<file path="config.mk">
export PLATFORM = sky130hd
export DESIGN_NAME = fifo_param_ctrl
export DESIGN_NICKNAME = d
export VERILOG_FILES = /design/src/rtl/fifo_param_pkg.sv /design/src/rtl/fifo_next_ptr.sv /design/src/rtl/fifo_param_ctrl.sv
export SDC_FILE = /design/constraint.sdc
export NUM_CORES = 1
export LEC_CHECK = 0
export ABC_AREA = 1
export CELL_PAD_IN_SITES_DETAIL_PLACEMENT = 1
export CELL_PAD_IN_SITES_GLOBAL_PLACEMENT = 2
export CORE_MARGIN = 4
export CORE_UTILIZATION = 45
export CTS_CLUSTER_SIZE = 24
export DETAILED_ROUTE_END_ITERATION = 8
export DONT_BUFFER_PORTS = 1
export MAX_ROUTING_LAYER = met4
export PLACE_DENSITY = 0.93
export REMOVE_ABC_BUFFERS = 1
export SLEW_MARGIN = 20
export SYNTH_ARGS = -nofsm -noshare
export SYNTH_HDL_FRONTEND = slang
export SYNTH_HIERARCHICAL = 1
export SYNTH_SLANG_ARGS = --single-unit
</file>
<file path="constraint.sdc">
create_clock -name clk -period 5.7 [get_ports clk]
set_input_delay 1.71 -clock clk [delete_from_list [all_inputs] [get_ports clk]]
set_output_delay 1.71 -clock clk [all_outputs]
set_load 0.005 [all_outputs]
</file>
<file path="src/rtl/fifo_param_pkg.sv">
// Shared state encodings and ack/err decode masks for the parametrised FIFO.
// Latency: n/a (types and constants only).
// Backpressure: n/a.
package fifo_param_pkg;

  typedef enum logic [2:0] {
    ST_INIT      = 3'd0,
    ST_NO_OP     = 3'd1,
    ST_WRITE     = 3'd2,
    ST_WR_ERROR  = 3'd3,
    ST_READ      = 3'd4,
    ST_RD_ERROR  = 3'd5,
    ST_RD_WR     = 3'd6,
    ST_WR_RD_ERR = 3'd7
  } state_e;

  // One bit per state encoding; bit n set means state n asserts that output.
  localparam logic [7:0] WR_ACK_MASK = 8'b1100_0100; // WRITE, RD_WR, WR_RD_ERR
  localparam logic [7:0] WR_ERR_MASK = 8'b0000_1000; // WR_ERROR
  localparam logic [7:0] RD_ACK_MASK = 8'b0101_0000; // READ, RD_WR
  localparam logic [7:0] RD_ERR_MASK = 8'b1010_0000; // RD_ERROR, WR_RD_ERR

  function automatic logic state_has(input logic [7:0] mask, input logic [2:0] st);
    return mask[st];
  endfunction

endpackage

</file>
<file path="src/rtl/fifo_next_ptr.sv">
// Combinational successor of the address calculator: write/read strobes, next pointers and count.
// Latency: zero (purely combinational, consumed on the same edge that loads the state).
// Backpressure: none; the state decode has already rejected illegal requests.
module fifo_next_ptr
  import fifo_param_pkg::*;
#(
  parameter int ADDR_WIDTH = 3
) (
  input  logic [2:0]          state,
  input  logic [ADDR_WIDTH-1:0] head,
  input  logic [ADDR_WIDTH-1:0] tail,
  input  logic [ADDR_WIDTH:0]   data_count,
  output logic                we,
  output logic                re,
  output logic [ADDR_WIDTH-1:0] next_head,
  output logic [ADDR_WIDTH-1:0] next_tail,
  output logic [ADDR_WIDTH:0]   next_data_count
);

  localparam int CW = ADDR_WIDTH + 1;

  // Pointers wrap by natural overflow; simultaneous read+write leaves the count alone.
  always_comb begin
    we              = 1'b0;
    re              = 1'b0;
    next_head       = head;
    next_tail       = tail;
    next_data_count = data_count;
    case (state_e'(state))
      ST_INIT: begin
        next_head       = '0;
        next_tail       = '0;
        next_data_count = '0;
      end
      ST_WRITE, ST_WR_RD_ERR: begin
        we              = 1'b1;
        next_tail       = tail + ADDR_WIDTH'(1);
        next_data_count = data_count + CW'(1);
      end
      ST_READ: begin
        re              = 1'b1;
        next_head       = head + ADDR_WIDTH'(1);
        next_data_count = data_count - CW'(1);
      end
      ST_RD_WR: begin
        we        = 1'b1;
        re        = 1'b1;
        next_head = head + ADDR_WIDTH'(1);
        next_tail = tail + ADDR_WIDTH'(1);
      end
      default: begin
      end
    endcase
  end

endmodule

</file>
<file path="src/rtl/fifo_param_ctrl.sv">
// Parametrised single-clock FIFO: classifies each request, commits storage/pointers, reports ack/err.
// Latency: 1 cycle from request edge to ack/err, dout and updated flags.
// Backpressure: none on input; overflow/underflow requests are dropped and flagged via wr_err/rd_err.
module fifo_param_ctrl
  import fifo_param_pkg::*;
#(
  parameter int DATA_WIDTH = 32,
  parameter int ADDR_WIDTH = 3,
  parameter int AF_LEVEL   = (1 << ADDR_WIDTH) - 1,
  parameter int AE_LEVEL   = 1
) (
  input  logic                  clk,
  input  logic                  reset_n,
  input  logic                  clr,
  input  logic                  wr_en,
  input  logic                  rd_en,
  input  logic [DATA_WIDTH-1:0] din,
  output logic [DATA_WIDTH-1:0] dout,
  output logic [ADDR_WIDTH:0]   data_count,
  output logic                  full,
  output logic                  empty,
  output logic                  almost_full,
  output logic                  almost_empty,
  output logic                  wr_ack,
  output logic                  wr_err,
  output logic                  rd_ack,
  output logic                  rd_err,
  output logic [2:0]            state
);

  localparam int DEPTH = 1 << ADDR_WIDTH;
  localparam int CW    = ADDR_WIDTH + 1;
  localparam logic [ADDR_WIDTH:0] DEPTH_CNT = CW'(DEPTH);
  localparam logic [ADDR_WIDTH:0] AF_CNT    = CW'(AF_LEVEL);
  localparam logic [ADDR_WIDTH:0] AE_CNT    = CW'(AE_LEVEL);

  state_e                  state_q, state_d;
  logic [ADDR_WIDTH-1:0]   head_q, head_d;
  logic [ADDR_WIDTH-1:0]   tail_q, tail_d;
  logic [ADDR_WIDTH:0]     count_q, count_d;
  logic [DATA_WIDTH-1:0]   dout_q, dout_d;
  logic [DATA_WIDTH-1:0]   mem_q [DEPTH];
  logic                    we, re;
  logic                    full_w, empty_w;

  assign full_w  = (count_q == DEPTH_CNT);
  assign empty_w = (count_q == '0);

  // Classify this cycle's request using the count committed by the previous edge.
  always_comb begin
    state_d = ST_NO_OP;
    if (clr) begin
      state_d = ST_INIT;
    end else if (wr_en && rd_en) begin
      // When full, the read frees the slot the write fills, so both succeed.
      state_d = empty_w ? ST_WR_RD_ERR : ST_RD_WR;
    end else if (wr_en) begin
      state_d = full_w ? ST_WR_ERROR : ST_WRITE;
    end else if (rd_en) begin
      state_d = empty_w ? ST_RD_ERROR : ST_READ;
    end
  end

  fifo_next_ptr #(
    .ADDR_WIDTH (ADDR_WIDTH)
  ) u_next_ptr (
    .state           (state_d),
    .head            (head_q),
    .tail            (tail_q),
    .data_count      (count_q),
    .we              (we),
    .re              (re),
    .next_head       (head_d),
    .next_tail       (tail_d),
    .next_data_count (count_d)
  );

  // Read data is taken from the pre-edge array, giving read-before-write when head==tail.
  always_comb begin
    dout_d = dout_q;
    if (state_d == ST_INIT) begin
      dout_d = '0;
    end else if (re) begin
      dout_d = mem_q[head_q];
    end
  end

  // Control and read-data registers.
  always_ff @(posedge clk or negedge reset_n) begin
    if (!reset_n) begin
      state_q <= ST_INIT;
      head_q  <= '0;
      tail_q  <= '0;
      count_q <= '0;
      dout_q  <= '0;
    end else begin
      state_q <= state_d;
      head_q  <= head_d;
      tail_q  <= tail_d;
      count_q <= count_d;
      dout_q  <= dout_d;
    end
  end

  // Storage array; contents deliberately survive reset and clear.
  always_ff @(posedge clk) begin
    if (we) begin
      mem_q[tail_q] <= din;
    end
  end

  assign dout         = dout_q;
  assign data_count   = count_q;
  assign full         = full_w;
  assign empty        = empty_w;
  assign almost_full  = (count_q >= AF_CNT);
  assign almost_empty = (count_q <= AE_CNT);
  assign state        = state_q;
  assign wr_ack       = state_has(WR_ACK_MASK, state_q);
  assign wr_err       = state_has(WR_ERR_MASK, state_q);
  assign rd_ack       = state_has(RD_ACK_MASK, state_q);
  assign rd_err       = state_has(RD_ERR_MASK, state_q);

endmodule
</file>
==> results of run 1 <==
## through the flow
step | hold WS (ps) | utilization, % | instances | worst slack, ps
after floorplan | 473 | - | 1047 | 1130
after global placement | 496 | 46.7 | 1395 | 1670
after detailed placement | 501 | 46.7 | 1395 | 1470
after CTS | 518 | 50.4 | 1452 | 2030
after global routing | 545 | 51.1 | 1459 | 1980
final | 508 | 51.1 | 1459 | 2110
## kinds of logic (layout without fill, tap and decap cells)
family / after synthesis / after routing / synth area share (%)
xor gates and xnor gates: 2 / 2 / 0.143
AOI/OAI and AO/OA: 8 / 8 / 0.377
and+or+nand+nor: 659 / 659 / 22.8
DFF: 301 / 301 / 71.8
adders and majority gates: 5 / 5 / 0.571
buffers and inverters: 131 / 143 / 4.36
## routing by layer
| layer | routed length [um] | GRT usage, % |
|---|---|---|
| met1 | 13000 | 26.1 |
| met2 | 16100 | 36.1 |
| met3 | 1350 | 3.48 |
| met4 | 537 | 5.52 |
| met5 | 0 | - |
## state kept, by name (all words and copies together), names as in the netlist
| signal | cells |
|---|---|
| state | 3 |
| mem_q | 256 |
| dout | 32 |
| head_q | 3 |
| data_count | 4 |
| tail_q | 3 |
## worst max-delay path: stages
cell and delay [ps]:
inv_1 30, nor2_1 310, inv_1 110, nand2_1 110
nand2_1 140, inv_1 160, nand2_1 260, nor2_4 900
## power breakdown
part / internal [uW] / switching [uW] / total (uW)
combinational: 204 / 479 / 683
sequential: 2490 / 96.2 / 2590
clock: 1180 / 807 / 1990
total: 3880 / 1380 / 5260
## worst max path at each step
| stage | from | end | slack (ps) | cells after the start |
|---|---|---|---|---|
| 3_3_place_gp | rd_en | mem_q[3][22]$_DFFE_PP_ | 1670 | 8 |
| 2_1_floorplan | head_q[0]$_DFF_PN0_ | dout[10]$_DFFE_PN0P_ | 1130 | 6 |
| 3_5_place_dp | rd_en | mem_q[1][0]$_DFFE_PP_ | 1470 | 8 |
| 6_report | rd_en | mem_q[7][1]$_DFFE_PP_ | 2110 | 8 |
| 5_1_grt | rd_en | mem_q[7][0]$_DFFE_PP_ | 1980 | 8 |
| 4_1_cts | rd_en | mem_q[1][20]$_DFFE_PP_ | 2030 | 8 |
## synth_stat cells (all sizes together)
cell	n
nand2	351
edfxtp	256
nand3	189
nor2	85
inv	72
dfrtp	45
buf	39
clkbuf	20
nand4	16
or2	16
o21ai	6
ha	4
nor3	2
a21boi	1
a22o	1
fa	1
xnor2	1
xor2	1
## area by class of cell
cell class | instances | area [um^2]
fillers | 2814 | 13100
flip-flops and latches | 301 | 8820
multi-input cells | 674 | 2990
clock buffers | 45 | 868
well taps | 341 | 427
inverters | 72 | 272
repair buffers | 14 | 223
clock inverters | 12 | 128
==> results by stage, run 1 <==
Timing:
- The final hold violation count is 0.
- The count of final max-slew check failures is 0.
- The aggregate negative setup slack is 0 ps.
- Setup repair after global routing left no endpoint under its margin.
- The relative slew slack is 27.5%.
- Based on the critical path, the design can be clocked at up to about 280 MHz.
- For the pin with the worst max-slew slack, the measured transition is 1080 ps.
- For the finished layout, the period the worst path requires is 3590 ps.
- The worst path uses about 63% of the clock period.
- Setup violations remaining at the end of the flow were counted as 0.
- Across the routed clock network, the largest skew measured is approximately 18 ps.

Global routing:
- The overall fraction of global-route tracks in use is 21.0%.
- Global routing finished with a remaining overflow of 0.
- The initial antenna violation count is 0.
- The via count of the first global-routing pass came to between 8000 and 9000.
- The first global-routing pass estimated 48500 um of wire.
- Entering global routing, the biggest net connects 82 pins.

Power and ir drop:
- Total power for the finished layout comes to 5260 uW.
- In this run the power density over the cells is 383 nW/um^2.
- The total leakage power is 0.00536 uW.
- Across the VDD grid, the largest voltage drop is 0.349 mV.

CTS:
- The longest clock path from root to sink contains 3 buffers.
- The count of cells resized by post-cts repair is 0.
- The cell at the root of the clock tree is clkbuf_16.
- The clock transition time at the flip-flop clock pins of the worst setup and hold paths is 60 ps.
- The number of setup buffers added after CTS is 0.
- The insertion delay to the later sink of the worst-skew pair is ~560 ps.
- The H-tree depth is 1.
- The CTS tree is yes.
- The number of buffers added by the clock tree synthesis step is 31.
- The TritonCTS sink count is ~300.
- The quantity of hold-fixing buffers added after cts is 0.

Finish:
- The post-route standard cell area excluding fillers is 13700 um^2.
- The number of diodes added for antenna fixing is 0.
- The top cell types in the final layout, fill and taps aside, are 350 x nand2_1, 256 x edfxtp_1, 189 x nand3_1, 76 x nor2_1, 69 x inv_1.
- Leaving out fill and tap cells, the most frequent cell in the layout is nand2_1.
- Relative to the synthesized area, the layout overhead comes to 11.8%.
- The count of nets after finishing is roughly 1100.
- The fraction of final layout cells with drive strength greater than 1 is 7.07%.

Die:
- The number of top-level pins is 84.
- The number of standard-cell rows in the floorplan is 60.
- The area of the die is around 30000 um^2.
- After floorplanning, the core was sized to cover 26900 um^2.
- The die is approximately 170 um wide.
- The starting utilization of the core area is 45.7%.
- The die height is 173 um.

Critical path:
- The endpoint type of the worst setup path is a flip-flop.
- The critical path in this run is classified as input pin to flip-flop.
- Data arrives at the worst endpoint at approximately 3800 ps.
- The startpoint identified for the worst register-to-register timing path is head_q[0]$_DFF_PN0_.
- The worst setup slack for register-to-register paths is ~2300 ps.
- The number of cells on the worst reg-to-reg path is 8.
- The startpoint kind of the worst setup timing path is an input pin.
- The largest driver fanout on the critical path is 32.
- The end of the worst register-to-register path is dout[19]$_DFFE_PN0P_.
- The endpoint required time on the critical path is 5860 ps.

Placement:
- The placed instances occupy a cell area of 12600 um^2.
- The number of buffers added on ports is 0.
- Routability-driven placement finished with a final weighted congestion of 0.737.
- The HPWL after detailed placement is 17300 um.

Logic synthesis:
- Counting flops and latches in the post-synthesis netlist gives 301.
- Summing the sequential cell areas from Yosys gives 71.8% of the chip area.
- The synthesized netlist contains 24 unique library cells.
- In the synthesized netlist, the number of instances is between 1000 and 1500.
- Yosys attributes the largest share of cell area to edfxtp_1 63%, nand2_1 11%, dfrtp_1 9.2%.
- The per-instance average area after synthesis is about 11 um^2.
- The dominant cell type by area after synthesis is edfxtp_1.
- After synthesis the cells add up to 12300 um^2.
- The Yosys step of the flow raised 6 warnings.
- The top-area cell type share of the netlist area is between 60% and 70%.

Routing:
- After detailed routing, the total wire length is between 30000 and 40000 um.
- The via-per-instance ratio is 5.42.
- For this run, design rule violations remaining after detail routing come to 0.
- The iteration-0 DRC count of the detailed router is between 500 and 600.
- Once detail routing completed, the nets flagged for antenna violations numbered 0.
- Across all layers, the routed design uses 7908 vias.
- The pre-antenna-repair detailed-routing pass consisted of 5 iterations.
- The mean routed wirelength per cell is 21.2 um.

Hold path:
- The start point of the worst hold path is dout[17]$_DFFE_PN0P_.
- Counting instances, the worst hold path has a depth of 2.
- The class of the most critical hold timing path is flip-flop to flip-flop.
- The worst hold path terminates at dout[17]$_DFFE_PN0P_.

Outcome:
- The run finished with clean final reports.

Flow run:
- The max capacitance violation total is 0.
No activity file was read; power rests on OpenSTA's default activity.
==> inputs of run 2 (changes only) <==
--- a/config.mk
+++ b/config.mk
@@ -9,12 +9,12 @@
 export CELL_PAD_IN_SITES_DETAIL_PLACEMENT = 1
 export CELL_PAD_IN_SITES_GLOBAL_PLACEMENT = 2
 export CORE_MARGIN = 4
-export CORE_UTILIZATION = 45
+export CORE_UTILIZATION = 38
 export CTS_CLUSTER_SIZE = 24
 export DETAILED_ROUTE_END_ITERATION = 8
 export DONT_BUFFER_PORTS = 1
 export MAX_ROUTING_LAYER = met4
-export PLACE_DENSITY = 0.93
+export PLACE_DENSITY = 0.85
 export REMOVE_ABC_BUFFERS = 1
 export SLEW_MARGIN = 20
 export SYNTH_ARGS = -nofsm -noshare
==> constraint.sdc (replaced) <==
create_clock -name clk -period 3 [get_ports clk]
set_input_delay 0.9 -clock clk [delete_from_list [all_inputs] [get_ports clk]]
set_output_delay 0.9 -clock clk [all_outputs]
set_load 0.005 [all_outputs]
==> results by stage, run 2 (synthesis results as in run 1) <==
Outcome:
- The flow ran to the end, and the final reports show no timing, DRC or antenna violations.

Timing:
- Setup repair after global routing left no endpoint under its margin.
- The worst pin sits at a relative slew slack of 39.6%.
- The worst clock skew is ~11 ps.
- The count of final max-slew check failures came to 0.
- The aggregate negative setup slack is 0 ps.
- After layout, the worst path uses 86.2% of the clock period.
- The minimum hold slack is 96.1 ps.
- The worst path needs 2590 ps of the cycle, external delays included.
- The achievable frequency is 387 MHz.
- The final hold violation count came to 0.
- The transition time at the pin with the least slew margin is 906 ps.
- The number of failing setup endpoints in the final timing report is 0.

Routing:
- The total DRC errors in the routed layout is 0.
- The total wirelength of the detailed-routed design is about 32000 um.
- The mean routed wirelength per cell is approximately 21 um.
- The number of iterations in the first detailed-routing pass is 5.
- The via-per-instance ratio is approximately 5.2.
- The count of nets left with antenna violations once routing finished came out at 0.
- The total number of vias is roughly 8000.
- In this run, the number of DRC markers left after iteration 0 of detailed routing was 463.

Die:
- The starting utilization of the core area is 38.7%.
- The width of the die is 188 um.
- The die height is 188 um.
- The floorplan has 65 rows.
- The number of top-level pins is 84.
- The die covers between 30000 and 40000 um^2.
- The placeable core region is 31700 um^2.

Critical path:
- The largest driver fanout on the critical path is 15.
- The endpoint type of the worst setup path is a flip-flop.
- For the worst setup path, the data arrival time is 2820 ps.
- In this run the worst setup path begins at data_count[1]$_DFF_PN0_.
- The critical path is of the flip-flop to flip-flop type.
- The worst setup path is launched from a flip-flop.
- In this run the critical register-to-register path is launched from data_count[1]$_DFF_PN0_.
- For the worst setup path, the data required time is 3230 ps.

CTS:
- The insertion delay to the later sink of the worst-skew pair is 500 ps.
- After clock tree synthesis, the clock-pin slew on the worst setup and hold paths is 60 ps.
- TritonCTS built the clock tree.
- The number of buffers added by the clock tree synthesis step is 35.
- No sink is reached through more buffers than the 3 on the longest clock path.
- The H-tree depth is 2.
- In this run the clock root is driven by a clkbuf_16.
- The clock net in this run drives a total of 301 sinks.
- For this design, the CTS-stage hold fixing added 0 buffers.

Placement:
- The HPWL after detailed placement is 18800 um.
- Routability-driven placement finished with a final weighted congestion of 0.719.
- The total placed cells including tap cells is 1476.
- The instance area after placement is 12900 um^2.
- The number of buffers added on ports is 0.

Finish:
- The area growth from synthesis to layout is 15.4%.
- The repair_antennas step left the layout with diodes totalling 0.
- The register with the highest flop count is mem_q.
- The register with the most flip-flops in the layout has around 260 of them.
- The top cell types in the final layout, fill and taps aside, are 350 x nand2_1, 256 x edfxtp_1, 189 x nand3_1, 76 x nor2_1, 69 x inv_1.
- The fraction of final layout cells with drive strength greater than 1 is about a tenth.
- The post-route standard cell area excluding fillers is 14200 um^2.
- At the end of the flow, the number of nets in the layout was 1153.
- After filler insertion, the fill cell instance count of the layout stands at around 3400.
- The most frequent standard cell in the layout excluding fill and tap cells is nand2_1.
- The count of non-filler cells in the finished layout is roughly 1500.

Power and ir drop:
- Total power for the finished layout comes to 10800 uW.
- The total leakage power is 0.00555 uW.
- Power spread over the standard cell area amounts to 763 nW/um^2.
- The worst-case IR drop observed on VDD is 0.549 mV.

Global routing:
- The largest net degree at the start of global routing is 109.
- Summed over all layers, the global routing overflow is 0.
- The overall fraction of global-route tracks in use is 18.3%.
- The wire length of the first global-routing pass is 49800 um.
- The initial antenna violation count is 0.
- The via count of the first global-routing pass was 8717.

Flow run:
- The tool flagged a number of max-cap violations equal to 0.

Hold path:
- In this run the worst hold path is classified as input pin to asynchronous set/reset pin.
-- run 2: through the flow --
step                utilization [%]  setup WS [ps]
floorplan                         -          -1570
global placement               40.7            263
detailed placement             40.7            213
CTS                            44.6            235
global route                   44.7            158
finish                         44.7            414
-- run 2: path summary, 6_finish.rpt --
| path | endpoint | depth (start not counted) | slack (ps) |
|---|---|---|---|
| worst max-delay path | mem_q[3][20]$_DFFE_PP_ | 11 | 410 |
| worst max register to register | mem_q[3][20]$_DFFE_PP_ | 11 | 410 |
| worst min-delay path | dout[28]$_DFFE_PN0P_ | 0 | 100 |
| worst min register to register | dout[10]$_DFFE_PN0P_ | 2 | 510 |
| min in group clk | mem_q[4][18]$_DFFE_PP_ | 0 | 490 |
| max in group asynchronous | dout[24]$_DFFE_PN0P_ | 0 | 2800 |
-- run 2: layer usage --
layer,vias to the layer above,track usage (%),part of all wire [%]
li1,3726,-,-
met1,4072,22.3,42
met2,173,31.9,52
met3,55,3.29,4.4
met4,0,4.71,2.4
met5,-,-,0
-- run 2: critical path, cell delays in order, from the launching register on --
cell and delay [ps]:
dfrtp_1 460, nor2_1 160, nand2_1 80, nor2_1 170, nor2_1 70, nor3_2 290, nand2_1 120, nand2_1 170
inv_1 110, nand2_1 340, nor2_4 100, buf_4 230
-- run 2: layout make-up --
type	instances	area [um^2]	share of cell area [%]
inverter	72	272	1.92
clock inverter	22	288	2.03
sequential	301	8820	62.3
multi-input combinational	674	3000	21.2
timing repair buffer	27	328	2.31
clock buffer	41	961	6.78
tap	402	503	3.55
-- run 2: what timing repair did --
action                     CTS  global route
buffers inserted             0             0
setup endpoints to repair    0            24
gates resized for setup      0             1
-- run 2: power breakdown --
part	total [uW]	internal [uW]	switching [uW]
combinational	1370	412	954
clock	4570	2890	1670
sequential	4880	4730	143
total	10800	8040	2770
